### config.mk
export PLATFORM = sky130hd
export DESIGN_NAME = ip_id_embedder
export DESIGN_NICKNAME = d
export VERILOG_FILES = /design/src/rtl/ip_id_embedder_pkg.sv /design/src/rtl/ip_id_embedder_ipv4_hdr_tracker.sv /design/src/rtl/ip_id_embedder.sv
export SDC_FILE = /design/constraint.sdc
export NUM_CORES = 1
export LEC_CHECK = 0
export BUFFER_PORTS_ARGS = -buffer_cell sky130_fd_sc_hd__buf_2
export CORE_MARGIN = 2
export CORE_UTILIZATION = 30
export DETAILED_ROUTE_END_ITERATION = 12
export SLEW_MARGIN = 20
export SYNTH_ARGS = -nofsm -noshare
export SYNTH_HDL_FRONTEND = slang
export SYNTH_SLANG_ARGS = --single-unit
export TNS_END_PERCENT = 30
### constraint.sdc
create_clock -name sys_clk -period 7.3 [get_ports sys_clk]
set_input_delay 2.19 -clock sys_clk [delete_from_list [all_inputs] [get_ports sys_clk]]
set_output_delay 2.19 -clock sys_clk [all_outputs]
set_load 0.05 [all_outputs]
### src/rtl/ip_id_embedder_pkg.sv
// Shared constants, stream payload type and checksum helper for the IP ID embedder.
package ip_id_embedder_pkg;

  localparam int unsigned DATA_W = 32;
  localparam int unsigned IDX_W  = 3;
  localparam int unsigned TAG_W  = 2;

  localparam logic [15:0] IPV4_ETHERTYPE  = 16'h0800;
  localparam logic [15:0] VLAN_ETHERTYPE  = 16'h8100;
  localparam logic [15:0] VLAN2_ETHERTYPE = 16'h9100;

  localparam int unsigned ETYPE_WORD_BASE = 3;
  localparam int unsigned MAX_VLAN_TAGS   = 2;
  localparam int unsigned IP_ID_WORD      = 1;
  localparam int unsigned IP_CKSUM_WORD   = 2;

  typedef struct packed {
    logic              valid;
    logic              sop;
    logic              eop;
    logic [DATA_W-1:0] data;
  } avst_t;

  // 16-bit one's-complement add with end-around carry
  function automatic logic [15:0] ones_add16(input logic [15:0] a, input logic [15:0] b);
    logic [16:0] s;
    s = {1'b0, a} + {1'b0, b};
    return s[15:0] + 16'(s[16]);
  endfunction

endpackage

### src/rtl/ip_id_embedder_ipv4_hdr_tracker.sv
// Walks Ethernet/VLAN framing on valid words and strobes the IPv4 ID and checksum words.
module ip_id_embedder_ipv4_hdr_tracker
  import ip_id_embedder_pkg::*;
(
  input  logic        clk,
  input  logic        rst_n,
  input  logic        valid,
  input  logic        sop,
  input  logic        eop,
  input  logic [15:0] etype,
  input  logic [3:0]  ip_ver,
  input  logic        embed,
  output logic        at_id_word_c,
  output logic        at_cksum_word_c
);

  localparam logic [2:0] S_IDLE   = 3'd0;
  localparam logic [2:0] S_ETYPE  = 3'd1;
  localparam logic [2:0] S_HDR0   = 3'd2;
  localparam logic [2:0] S_IDWORD = 3'd3;
  localparam logic [2:0] S_CKSUM  = 3'd4;
  localparam logic [2:0] S_DONE   = 3'd5;

  logic [2:0]       state, state_nx;
  logic [IDX_W-1:0] idx, idx_nx;
  logic [TAG_W-1:0] tags, tags_nx;
  logic             is_tag, at_etype;

  always_ff @(posedge clk or negedge rst_n) begin
    if (!rst_n) begin
      state <= S_IDLE;
      idx   <= '0;
      tags  <= '0;
    end else begin
      state <= state_nx;
      idx   <= idx_nx;
      tags  <= tags_nx;
    end
  end

  // idx holds the index of the next valid word while hunting for the ethertype
  always_comb begin
    state_nx        = state;
    idx_nx          = idx;
    tags_nx         = tags;
    is_tag          = (etype == VLAN_ETHERTYPE) || (etype == VLAN2_ETHERTYPE);
    at_etype        = (idx == IDX_W'(ETYPE_WORD_BASE) + IDX_W'(tags));
    at_id_word_c    = valid && !sop && (state == S_IDWORD);
    at_cksum_word_c = valid && !sop && (state == S_CKSUM);
    if (valid) begin
      if (sop) begin
        state_nx = S_ETYPE;
        idx_nx   = IDX_W'(1);
        tags_nx  = '0;
      end else begin
        case (state)
          S_ETYPE: begin
            idx_nx = idx + IDX_W'(1);
            if (at_etype) begin
              if (!is_tag) begin
                state_nx = (etype == IPV4_ETHERTYPE) ? S_HDR0 : S_DONE;
              end else if (tags == TAG_W'(MAX_VLAN_TAGS)) begin
                state_nx = S_DONE;
              end else begin
                tags_nx = tags + TAG_W'(1);
              end
            end
          end
          S_HDR0:   state_nx = (ip_ver == 4'h4) ? S_IDWORD : S_DONE;
          S_IDWORD: state_nx = embed ? S_CKSUM : S_DONE;
          S_CKSUM:  state_nx = S_DONE;
          default:  state_nx = state;
        endcase
      end
      if (eop) state_nx = S_IDLE;
    end
  end

endmodule

### src/rtl/ip_id_embedder.sv
// Covert-channel transmitter: replaces low IPv4 ID bits with a symbol and patches the
// header checksum incrementally, with a fixed one-cycle pass-through latency.
module ip_id_embedder
  import ip_id_embedder_pkg::*;
#(
  parameter int unsigned SYM_BITS = 16,
  parameter int unsigned CNT_W    = 16
) (
  input  logic                sys_clk,
  input  logic                reset_n,
  input  avst_t               in,
  output avst_t               out,
  input  logic                enable,
  input  logic [SYM_BITS-1:0] sym_data,
  input  logic                sym_valid,
  output logic                sym_ready,
  output logic [CNT_W-1:0]    embedded_count,
  output logic                trunc_err
);

  localparam logic [15:0] SYM_MASK = 16'((32'd1 << SYM_BITS) - 32'd1);

  logic        embed, at_id_c, at_cksum_c;
  logic [15:0] id_old_c, id_new_c, cksum_new_c;
  logic [15:0] id_old, id_new;

  ip_id_embedder_ipv4_hdr_tracker u_ipv4_hdr_tracker (
    .clk            (sys_clk),
    .rst_n          (reset_n),
    .valid          (in.valid),
    .sop            (in.sop),
    .eop            (in.eop),
    .etype          (in.data[15:0]),
    .ip_ver         (in.data[31:28]),
    .embed          (embed),
    .at_id_word_c   (at_id_c),
    .at_cksum_word_c(at_cksum_c)
  );

  assign embed     = enable && sym_valid;
  assign sym_ready = at_id_c && embed;

  // RFC 1624: HC' = ~(~HC + ~m + m')
  always_comb begin
    id_old_c    = in.data[31:16];
    id_new_c    = (id_old_c & ~SYM_MASK) | (16'(sym_data) & SYM_MASK);
    cksum_new_c = ~ones_add16(ones_add16(~in.data[15:0], ~id_old), id_new);
  end

  // The checksum word directly follows the ID word, so an eop on an embedded ID word
  // is the only way a packet can end before its checksum is patched.
  always_ff @(posedge sys_clk or negedge reset_n) begin
    if (!reset_n) begin
      out            <= '0;
      id_old         <= '0;
      id_new         <= '0;
      embedded_count <= '0;
      trunc_err      <= 1'b0;
    end else begin
      out <= in;
      if (sym_ready) begin
        out.data[31:16] <= id_new_c;
        id_old          <= id_old_c;
        id_new          <= id_new_c;
        if (in.eop) trunc_err <= 1'b1;
      end
      if (at_cksum_c) begin
        out.data[15:0] <= cksum_new_c;
        if (embedded_count != '1) embedded_count <= embedded_count + CNT_W'(1);
      end
    end
  end

endmodule

After elaboration in Yosys (flattened, before gate mapping)

Cells that the tools add are included.

Bits in registers: 92
Bits of input ports: 55
Output and inout port bits: 53
Logic and storage cells: 70

Add/subtract/negate cells: 8
Equal/unequal tests: 14
Multiplexer cells: 18
Bitwise logic cells: 3
Reduce and logical (&&, ||, !) cells: 16

Operators with widths:

| cell                                                                     | count |
|---|---|
| 16-bit NOT                                                               | 3 |
| 16-bit by 16-bit adder with 17-bit output                                | 2 |
| 16-bit by 1-bit adder with 16-bit output                                 | 2 |
| 16-bit equality test (second input constant)                             | 2 |
| 16-bit 2-to-1 mux                                                        | 2 |
| 3-bit 2-to-1 mux                                                         | 9 |
| 16-bit by 1-bit adder with 16-bit output (second input constant)         | 1 |
| 16-bit by 12-bit equality test with 1-bit output (second input constant) | 1 |
| 16-bit != test (second input constant)                                   | 1 |
| 3-bit one-hot mux with 4 select lines                                    | 1 |
| 2-bit 2-to-1 mux                                                         | 5 |
| 3-bit by 2-bit equality test with 1-bit output (second input constant)   | 2 |
| 2-bit AND reduction                                                      | 3 |
| 2-bit nonzero test                                                       | 3 |
| 6-bit nonzero test                                                       | 1 |
| 1-bit logical AND                                                        | 5 |
| 5-bit != test (second input constant)                                    | 1 |
| 5-bit AND reduction                                                      | 1 |
| 4-bit by 3-bit equality test with 1-bit output (second input constant)   | 1 |
| 4-bit by 3-bit != test with 1-bit output (second input constant)         | 1 |
| 4-bit AND reduction                                                      | 1 |
| 2-bit by 2-bit adder with 3-bit output (first input constant)            | 1 |
| 3-bit by 1-bit adder with 3-bit output (second input constant)           | 1 |
| 3-bit by 1-bit equality test with 1-bit output (second input constant)   | 1 |
| other kinds (8)                                                          | 8 |

Logic depth before layout (Yosys ltp)

Gate-level depths: netlist (run 1).

Word-level depth: 7
Mapped depth: 37
Mapped depth without buffers: 37

Modules after synthesis

Synthesis (run 1) repeated with hierarchy kept, for this count alone.

Cell total of the unflattened synthesis: 664
Area total of the unflattened synthesis: 5886.9 µm²

By module, submodules not included:

| module                          | times used | cells an instance | area each (µm²) | seq. area each (µm²) |
|---|---|---|---|---|
| ip_id_embedder                  | 1          | 594               | 5228.8          | 2102.0 |
| ip_id_embedder_ipv4_hdr_tracker | 1          | 70                | 658.1           | 200.2 |

Least setup slack after synthesis (run 1)

No wires, ideal clock.

Path kind: input to register
From: input in[0] (netlist bit)
To: register out[15] (netlist bit)
Library setup time: 132 ps
Arrival: 8281 ps
Required time: 7168 ps
Setup slack: -1113 ps
Stages: 36
Path buffers: 1
Cell sequence: inv_1 ha_1 inv_1 fa_1 nor2b_4 o31a_1 o311a_2 nor2_1 o21ai_0 o31ai_1 nand2_1 a21o_1 ha_1 nor2b_1 and2_1 nand3_1 nor4_1 nand2_1 a21o_2 xnor2_1 ha_1 buf_1 o21ai_0 o21ai_0 a21oi_1 nor2b_1 o21ai_0 nand2b_1 ha_1 and3_1 nand3_1 nor4b_2 nand3_1 nor4_2 xnor2_1 o21ai_1

Longest elaborated chain between the ends: 7

Ends and longest elaborated chain:

| item                                      | RTL line                 | source |
|---|---|---|
| from (decl)                               | ip_id_embedder.sv:11     | `input avst_t in,` |
| 16-bit NOT                                | ip_id_embedder.sv:47     | `cksum_new_c = ~ones_add16(ones_add16(~in.data[15:0], ~id_old), id_new);` |
| 16-bit by 16-bit adder with 17-bit output | ip_id_embedder_pkg.sv:27 | `s = {1'b0, a} + {1'b0, b};` |
| 16-bit by 1-bit adder with 16-bit output  | ip_id_embedder_pkg.sv:28 | `return s[15:0] + 16'(s[16]);` |
| 16-bit by 16-bit adder with 17-bit output | ip_id_embedder_pkg.sv:27 |  |
| 16-bit by 1-bit adder with 16-bit output  | ip_id_embedder_pkg.sv:28 |  |
| 16-bit NOT                                | ip_id_embedder.sv:47     |  |
| 16-bit 2-to-1 mux                         | ip_id_embedder.sv:67     | `if (at_cksum_c) begin` |
| to (signal assigned)                      | ip_id_embedder.sv:60     | `out <= in;` |
| to (decl)                                 | ip_id_embedder.sv:12     | `output avst_t out,` |

Every way passes these cells.
A chain may end at the register's enable or synchronous reset.

Worst setup path after layout (run 1)

From: input in[2] (netlist bit)
To: register out[15] (netlist bit)

Same word-level chain as after synthesis.

==> impl_metrics.yaml, run 1 <==
power_and_ir_drop:
  p_leak_nw: 4.20
  p_sw_mw: 0.486
  clockPowerShare_pct: 33.1
  p_int_mw: 0.935
  combinationalPowerShare_pct: 27.2
  share_seq_of_total_power_pct: 39.7
  peakVddDrop_v: 0.000113
  swShare_pct: 34.2
  p_per_area_nw_per_um2: 174
timing:
  finalHoldViolCount: 0
  relSlewSlack_pct: 43.3
  worst_slack_ns: -0.160
  rsz0062_at_grt: "yes"
  skew_ns: 0.00726
  min_period_over_period_pct: 102
  finalSetupViolCount: 5
  report.final.slew_viol_count: 0
  fmax_mhz: 134
  tightestPinTransition_ns: 0.844
  period_minus_slack_ns: 7.46
  hold_slack_ns: 0.458
place:
  io_buffers: 107
  post-dp-hpwl_um: 12900
  dpl-instance-area_um2: 7770
  gp_congestion: 0.896
  dp_cells: 1147
  place_ws_ns: -0.771
synthesis:
  syn_avg_cell_area_um2: 8.76
  netlist_area_um2: 6000
  seq_area_frac_synth_pct: 38.4
  ys_seq_elements: 92
  ys_async_sr_fraction_pct: 100
  yosysUniqueCellTypes: 69
  syn_inst: 685
  yosysWarnings: 0
  synthFlopType: "dfrtp_1"
  synthesis.nets: 783
  synth_edf_count: 0
worst_setup_path:
  path_buf_inv: 2
  cp-start-kind: "input pin"
  r2r_cells: 37
  r2r_slack_ns: 1.38
  worst_path_max_delay_cell: "o311a_4"
  cp.arrival_ns: 7.69
  cp.required_ns: 7.53
  path_class: "in -> reg"
  critPathTopFamily: "compound AO/OA/AOI/OAI gates"
  critPathMaxStageDelay_ns: 0.34
  r2r_end: "out[15]$_DFF_PN0_"
  cp-end-kind: "flip-flop"
  cp_max_fo: 3
  r2r_start: "id_old[0]$_DFFE_PN0P_"
hold_path:
  hold_path.startpoint: "trunc_err$_DFFE_PN0P_"
  hold_path.class: "reg -> reg"
  worstHoldEndpoint: "trunc_err$_DFFE_PN0P_"
  worstHoldPathCells: 1
cells_and_area:
  finish.instance_area_um2: 8160
  n_antenna_cell: 0
  nNetsFinal: 996
  syn_to_final_growth_pct: 36.0
  final_core_util_pct: 41.8
  fin_cells: 1168
  drive_gt1_share_pct: 31.8
floorplanning:
  ios: 108
  die_width_um: 145
  start_util_pct: 30.7
  dieArea_um2: 21200
  core_um2: 19500
  core.rowCount: 51
  die_y_um: 145
global_route:
  antenna_found_initial: 0
  grt_pass1_wl_um: 27400
  grt_pass1_vias: 5558
  grt_max_degree: 54
  grtUsageTotal_pct: 15.9
  grt_overflow: 0
routing:
  num_vias: 5539
  dr.first_iter.drc_count: 306
  ant_nets: 0
  post_drt_wl_per_cell_um: 13.7
  routed_wl_um: 16100
  via_per_inst: 4.74
  firstDrtPassIters: 5
  drc_errors: 0
clock_network:
  clockBufferDepth: 2
  cts_hold_buf: 0
  clock-sinks: 92
  worstSkewPairLatency_ns: 0.35
  numCtsBuffers: 9
  cts_root_buf: "clkbuf_16"
  cts_tree: "yes"
  clkTransAtPathRegs_ns: 0.07
  htreeDepth: 3
status:
  failed_checks: "negative setup slack"
  status: "complete, but fails checks"
flow_run:
  max-cap-violations: 0
==> state kept, by name, summed over array words and instances, names as in the netlist <==
signal	cells
out	35
trunc_err	1
u_ipv4_hdr_tracker.tags	2
embedded_count	16
id_new	16
u_ipv4_hdr_tracker.state	3
u_ipv4_hdr_tracker.idx	3
id_old	16
==> placed cells by master, fill, tap and decap left out, types with 4 or more instances in the layout <==
cell | Yosys | routed
a211o_1 | 5 | 5
a211oi_1 | 6 | 6
a21o_1 | 11 | 11
a21o_2 | 4 | 4
a21oi_1 | 26 | 25
a31oi_1 | 4 | 4
and3_1 | 9 | 8
and4_1 | 4 | 4
buf_2 | 0 | 105
buf_4 | 0 | 115
clkbuf_16 | 0 | 9
dfrtp_1 | 92 | 92
ha_1 | 41 | 35
ha_2 | 0 | 4
inv_1 | 54 | 52
nand2_1 | 135 | 135
nand2b_1 | 4 | 4
nand3_1 | 21 | 18
nand4_1 | 9 | 9
nor2_1 | 21 | 19
nor2b_1 | 5 | 4
nor3_1 | 15 | 13
nor4_1 | 10 | 8
o21a_1 | 5 | 5
o21ai_0 | 43 | 37
o21ai_1 | 2 | 7
o21bai_1 | 6 | 6
o22ai_1 | 5 | 5
or3_1 | 4 | 4
xnor2_1 | 43 | 42
xor2_1 | 20 | 20
==> cell type report <==
type,instances,area [µm²]
clock buffer,9,225
clock inverter,7,71.3
fill,1995,11400
inverter,54,210
multi-input combinational,519,3610
sequential,92,2300
tap,265,332
timing repair buffer,222,1420
==> through the flow <==
stage	TNS (ns)	power (mW)
2_1_floorplan	-1.03	0.820
3_3_place_gp	-4.80	0.953
3_5_place_dp	-6.86	0.959
4_1_cts	-1.22	1.44
5_1_grt	-4.56	1.51
6_report	-0.524	1.42
==> synthesized netlist by cell type, types with 2 or more instances <==
| cell | count | share of area, % |
|---|---|---|
| nor3_1 | 15 | 1.3 |
| a21o_2 | 4 | 0.58 |
| o22ai_1 | 5 | 0.52 |
| nand4_1 | 9 | 0.94 |
| nor4_1 | 10 | 1.0 |
| a211o_1 | 5 | 0.73 |
| inv_1 | 54 | 3.4 |
| nand2b_1 | 4 | 0.42 |
| o2111a_1 | 2 | 0.38 |
| xnor2_1 | 43 | 6.3 |
| and2_2 | 2 | 0.25 |
| o211ai_1 | 3 | 0.38 |
| a41oi_1 | 2 | 0.29 |
| nand3_1 | 21 | 1.8 |
| and2_1 | 5 | 0.52 |
| a31oi_1 | 4 | 0.42 |
| fa_1 | 2 | 0.67 |
| o31ai_1 | 2 | 0.25 |
| o21ai_0 | 43 | 3.6 |
| mux2_2 | 4 | 0.75 |
| o31a_1 | 2 | 0.29 |
| ha_1 | 41 | 8.5 |
| a311oi_1 | 3 | 0.44 |
| o311ai_1 | 2 | 0.29 |
| a21o_1 | 11 | 1.4 |
| or3_1 | 4 | 0.42 |
| xor2_1 | 20 | 2.9 |
| o21bai_1 | 6 | 0.75 |
| nor2b_1 | 5 | 0.52 |
| and3_1 | 9 | 0.94 |
| clkbuf_1 | 18 | 1.1 |
| nor2_1 | 21 | 1.3 |
| and4_1 | 4 | 0.58 |
| nor4b_1 | 2 | 0.29 |
| o311a_1 | 2 | 0.33 |
| a2111o_1 | 2 | 0.38 |
| o21ai_1 | 2 | 0.17 |
| nand2_1 | 135 | 8.4 |
| a21oi_1 | 26 | 2.2 |
| o21a_1 | 5 | 0.63 |
| dfrtp_1 | 92 | 38 |
| o2111ai_1 | 2 | 0.29 |
| a211oi_1 | 6 | 0.75 |
==> power by group through the flow <==
stage,Clock [mW],Combinational (mW),Sequential [mW]
floorplan,0,0.175,0.646
global route,0.508,0.427,0.571
finish,0.470,0.386,0.565
detailed placement,0,0.384,0.575
global placement,0,0.378,0.575
CTS,0.485,0.387,0.565
==> cells by family after synthesis <==
logic type / count (synthesis) / share of synthesized area [%]
simple gates: 260 / 20.9
compound gates: 148 / 16.7
flops: 92 / 38.4
buf+inv: 74 / 4.79
xor+xnor: 63 / 9.19
fa+ha+maj: 43 / 9.21
mux: 5 / 0.917
==> what timing repair did <==
action	4_1_cts	5_1_grt
setup buffers	2	2
setup endpoints to repair	9	15
pin swaps	12	5
gates resized for setup	5	8
endpoints found under the hold margin	0	0
==> per-layer routing <==
layer  up-vias  track usage, %  share of wire [%]
met2       110            26.0                 46
met4         0            4.17                1.1
met3        13            2.76                3.6
met1      2593            21.7                 49
met5         -               0                  0
li1       2823               -                  -
==> how the worst max path moves through the flow <==
stage	from	end	slack, ns	cells after the start
after floorplan	in[0]	out[15]$_DFF_PN0_	-0.35	36
after detailed placement	in[0]	out[15]$_DFF_PN0_	-0.77	38
after global placement	in[0]	out[15]$_DFF_PN0_	-0.60	38
after global routing	in[0]	out[15]$_DFF_PN0_	-0.58	38
after CTS	in[0]	out[15]$_DFF_PN0_	-0.26	38
final	in[2]	out[15]$_DFF_PN0_	-0.16	36
Power figures use the tool's default switching activity.
==> inputs of run 2 (changes only) <==
Settings changed: BUFFER_PORTS_ARGS -buffer_cell sky130_fd_sc_hd__buf_2 to -buffer_cell sky130_fd_sc_hd__clkbuf_2.
==> run 2 against run 1 <==
Compared with the run above:
- the flow still finishes with violations (negative setup slack)
- wire length about the same
- critical endpoint unchanged
- sequential power about the same
- clock power up 12%
- critical path depth up 1
- largest power group unchanged
- core utilization up 0.39 points
- largest cell class unchanged
==> impl_metrics.yaml, run 2 (synthesized netlist as in run 1, its figures left out) <==
timing:
  finalSetupViolCount: 5
  relSlewSlack_pct: 48.6
  finalHoldViolCount: 0
  tightestPinTransition_ns: 0.765
  min_period_over_period_pct: 102
  period_minus_slack_ns: 7.45
  report.final.slew_viol_count: 0
  fmax_mhz: 134
  worst_slack_ns: -0.152
  rsz0062_at_grt: "yes"
  setup_tns_ns: -0.620
  skew_ns: 0.00725
worst_setup_path:
  crit_top_cell: "o21ai_1"
  r2r_slack_ns: 1.38
  cp.required_ns: 7.53
  cp-end-kind: "flip-flop"
  r2r_end: "out[11]$_DFF_PN0_"
  cp_max_fo: 3
  r2r_cells: 35
  cp.arrival_ns: 7.68
  r2r_start: "id_old[0]$_DFFE_PN0P_"
  critPathMaxStageDelay_ns: 0.34
  cp-start-kind: "input pin"
  worst_path_max_delay_cell: "o311a_4"
  path_class: "in -> reg"
floorplanning:
  die_width_um: 145
  core_um2: 19500
  die_y_um: 145
  core.rowCount: 51
  dieArea_um2: 21200
  ios: 108
  start_util_pct: 30.7
flow_run:
  max-cap-violations: 0
routing:
  firstDrtPassIters: 4
  num_vias: 5532
  drc_errors: 0
  via_per_inst: 4.72
  post_drt_wl_per_cell_um: 13.7
  routed_wl_um: 16100
  dr.first_iter.drc_count: 236
  ant_nets: 0
clock_network:
  clockBufferDepth: 2
  worstSkewPairLatency_ns: 0.36
  htreeDepth: 3
  clkTransAtPathRegs_ns: 0.07
  clock-sinks: 92
  numCtsBuffers: 9
  cts_root_buf: "clkbuf_16"
  cts_tree: "yes"
  cts_hold_buf: 0
hold_path:
  hold_path.class: "reg -> reg"
  worstHoldPathCells: 1
  worstHoldEndpoint: "trunc_err$_DFFE_PN0P_"
  hold_path.startpoint: "trunc_err$_DFFE_PN0P_"
cells_and_area:
  final_core_util_pct: 42.2
  layout_commonest_cell: "nand2_1"
  drive_gt1_share_pct: 32.1
  mostFrequentLayoutCells: "nand2_1, buf_4, clkbuf_2"
  largest_register_ffs: 35
  fin_cells: 1171
  n_antenna_cell: 0
  syn_to_final_growth_pct: 37.3
  regMostFlops: "out"
  nNetsFinal: 999
place:
  place_ws_ns: -0.797
  io_buffers: 107
  gp_congestion: 0.899
  dp_cells: 1148
  post-dp-hpwl_um: 12800
global_route:
  grt_max_degree: 57
  grtUsageTotal_pct: 15.6
  grt_overflow: 0
  antenna_found_initial: 0
  grt_pass1_wl_um: 26800
  grt_pass1_vias: 5351
power_and_ir_drop:
  power.total_mw: 1.48
  p_leak_nw: 4.23
  peakVddDrop_v: 0.000109
  p_per_area_nw_per_um2: 180
status:
  status: "complete, but fails checks"
  failed_checks: "negative setup slack"
[run 2: cell count changes in the layout (fill, tap and decap cells not counted), moves of 2 or more]
| cell | before | now |
|---|---|---|
| clkbuf_2 | 0 | 105 |
| buf_2 | 105 | 0 |
| buf_6 | 1 | 3 |
| inv_6 | 0 | 2 |
| bufinv_16 | 0 | 2 |
| clkinv_4 | 2 | 0 |
[run 2: metrics by stage]
step | cell area (µm²) | hold slack (ns)
6_report | 8240 | 0.461
5_1_grt | 8240 | 0.482
4_1_cts | 8180 | 0.464
3_5_place_dp | 7780 | 0.447
3_3_place_gp | 7780 | 0.440
2_1_floorplan | 6160 | 0.450
[run 2: critical path: cells and delay by family]
kind                       cells  cell delay, ns
AOI/OAI and AO/OA             13            1.98
and+or+nand+nor               14            1.93
adders and majority gates      5            1.07
xor gates and xnor gates       2            0.31
buffers and inverters          3            0.19
[run 2: worst max path at each step]
stage	cells past startpoint	startpoint	slack [ns]	end
after detailed placement	38	in[0]	-0.80	out[15]$_DFF_PN0_
after global routing	38	in[0]	-0.57	out[15]$_DFF_PN0_
after CTS	39	in[0]	-0.28	out[14]$_DFF_PN0_
after floorplan	36	in[0]	-0.35	out[15]$_DFF_PN0_
after global placement	38	in[0]	-0.63	out[15]$_DFF_PN0_
final	37	in[0]	-0.15	out[15]$_DFF_PN0_
[run 2: per-layer routing]
metal  vias to the layer above  share of wire, %  track usage [%]
met3                        17               3.8             2.63
met4                         0               1.5             4.95
met1                      2575                50             21.7
li1                       2834                 -                -
met5                         -                 0                0
met2                       106                45             24.8
[run 2: power breakdown]
part / leakage [nW] / switching (mW) / internal, mW
sequential: 1.11 / 0.0245 / 0.542
clock: 0.155 / 0.223 / 0.305
combinational: 2.97 / 0.232 / 0.153
[run 2: area by class of cell]
type,count,area (µm²)
fill,1958,11300
multi-input combinational,519,3610
sequential,92,2300
timing repair buffer,225,1460
tap,265,332
clock buffer,9,225
inverter,54,210
clock inverter,7,104
[run 2: timing repair]
action	CTS	global route
setup buffers	4	2
pin swaps	14	13
setup endpoints to repair	9	12
resized for setup	10	6
==> inputs of run 3 (changes only) <==
Settings changed: PLACE_DENSITY_LB_ADDON from default to 0.3.
==> run 3 against run 2 <==
Compared with the run above:
- clock power shrank 7.2%
- first-iteration DRC count up 29%
- register-to-register slack worse by 0.15 ns
- final cell count up 2.2%
- worst setup slack worse by 0.14 ns
- non-clock buffer count rose by 26
- clock-buffer cell count grew 2
- combinational power up 3%
- critical path depth up 3
- the flow still finishes with violations (negative setup slack)
==> impl_metrics.yaml, run 3 (synthesized netlist as in run 1, its figures left out) <==
worst_setup_path:
  path_class: "in -> reg"
  path_buf_inv: 18
  cp.required_ns: 7.53
  r2r_cells: 39
  cp_max_fo: 3
  critPathMaxStageDelay_ns: 0.36
  worst_path_max_delay_cell: "fa_2"
  crit_top_cell: "buf_4"
  endpoint: "out[15]$_DFF_PN0_"
  cp-startpoint: "in[0]"
  critPathTopFamily: "buffers and inverters"
  path_depth: 40
  r2r_slack_ns: 1.23
  cp-start-kind: "input pin"
  r2r_start: "id_old[0]$_DFFE_PN0P_"
  cp.arrival_ns: 7.82
  r2r_end: "out[15]$_DFF_PN0_"
  cp-end-kind: "flip-flop"
cells_and_area:
  largest_register_ffs: 35
  syn_to_final_growth_pct: 40.8
  n_antenna_cell: 0
  fillCellCount: 1994
  mostFrequentLayoutCells: "buf_4, nand2_1, clkbuf_2"
  nNetsFinal: 1025
  regMostFlops: "out"
  layout_commonest_cell: "buf_4"
  drive_gt1_share_pct: 34.5
  final_core_util_pct: 43.3
place:
  place_ws_ns: -0.796
  io_buffers: 107
  post-dp-hpwl_um: 13000
  gp_congestion: 0.891
global_route:
  grt_pass1_wl_um: 28100
  grt_max_degree: 51
  grt_overflow: 0
  antenna_found_initial: 0
  grtUsageTotal_pct: 16.3
  grt_pass1_vias: 5607
routing:
  ant_nets: 0
  dr_wl_met3_um: 652
  firstDrtPassIters: 5
  via_per_inst: 4.68
  m1WireLength_um: 8330
  met2_length_um: 7560
  routed_wl_um: 16800
  dr.first_iter.drc_count: 305
  highest-signal-layer: "met4"
  post_drt_wl_per_cell_um: 14.1
  drc_errors: 0
  num_vias: 5603
power_and_ir_drop:
  p_leak_nw: 4.37
  peakVddDrop_v: 0.0000954
  power.total_mw: 1.45
  p_per_area_nw_per_um2: 172
clock_network:
  htreeDepth: 3
  clock-sinks: 92
  worstSkewPairLatency_ns: 0.35
  clkTransAtPathRegs_ns: 0.07
  numCtsBuffers: 9
  cts_hold_buf: 0
  cts_tree: "yes"
  cts_root_buf: "clkbuf_16"
  clockBufferDepth: 2
timing:
  worst_slack_ns: -0.290
  period_minus_slack_ns: 7.59
  hold_slack_ns: 0.454
  fmax_mhz: 132
  relSlewSlack_pct: 45.9
  finalHoldViolCount: 0
  finalSetupViolCount: 9
  report.final.slew_viol_count: 0
  tightestPinTransition_ns: 0.806
  rsz0062_at_grt: "yes"
  skew_ns: 0.0133
  min_period_over_period_pct: 104
  setup_tns_ns: -1.52
hold_path:
  hold_path.class: "reg -> reg"
  worstHoldPathCells: 1
floorplanning:
  die_width_um: 145
  die_y_um: 145
  dieArea_um2: 21200
  core.rowCount: 51
  ios: 108
  core_um2: 19500
  start_util_pct: 30.7
flow_run:
  max-cap-violations: 0
status:
  status: "complete, but fails checks"
  failed_checks: "negative setup slack"
run 3: worst min-delay path by stage:
| stage | to | from | slack [ns] |
|---|---|---|---|
| after detailed placement | trunc_err$_DFFE_PN0P_ | trunc_err$_DFFE_PN0P_ | 0.45 |
| final | trunc_err$_DFFE_PN0P_ | trunc_err$_DFFE_PN0P_ | 0.45 |
| after global placement | trunc_err$_DFFE_PN0P_ | trunc_err$_DFFE_PN0P_ | 0.44 |
| after global routing | trunc_err$_DFFE_PN0P_ | trunc_err$_DFFE_PN0P_ | 0.50 |
| after CTS | trunc_err$_DFFE_PN0P_ | trunc_err$_DFFE_PN0P_ | 0.46 |
| after floorplan | id_new[11]$_DFFE_PN0P_ | id_new[11]$_DFFE_PN0P_ | 0.45 |
run 3: routing by layer:
layer | vias up | global-route usage (%)
li1 | 2872 | -
met1 | 2599 | 22.3
met2 | 113 | 26.1
met3 | 19 | 3.01
met4 | 0 | 5.25
met5 | - | 0
run 3: metrics by stage:
step / cells / instance area (µm²)
6_report: 1197 / 8450
5_1_grt: 1197 / 8450
4_1_cts: 1191 / 8320
3_5_place_dp: 1154 / 7820
3_3_place_gp: 1154 / 7820
2_1_floorplan: 685 / 6160
run 3: final cells by class:
class                           instances  area, µm²  share of cell area, %
Multi-Input combinational cell        519       3640                   43.1
Sequential cell                        92       2300                   27.3
Timing Repair Buffer                  251       1650                   19.5
Tap cell                              265        332                   3.92
Clock buffer                           11        243                   2.87
Inverter                               54        210                   2.49
Clock inverter                          5       72.6                  0.859
run 3: report_power, final:
part	internal (mW)	total (mW)	switching, mW	leakage (nW)
clock network	0.280	0.490	0.210	0.153
logic	0.159	0.396	0.237	3.11
registers	0.542	0.566	0.0239	1.11
run 3: repair_timing:
item                       CTS  global route
setup endpoints to repair   11            15
buffers inserted            21             5
pin swaps                   24             6
gates resized for setup      6            21
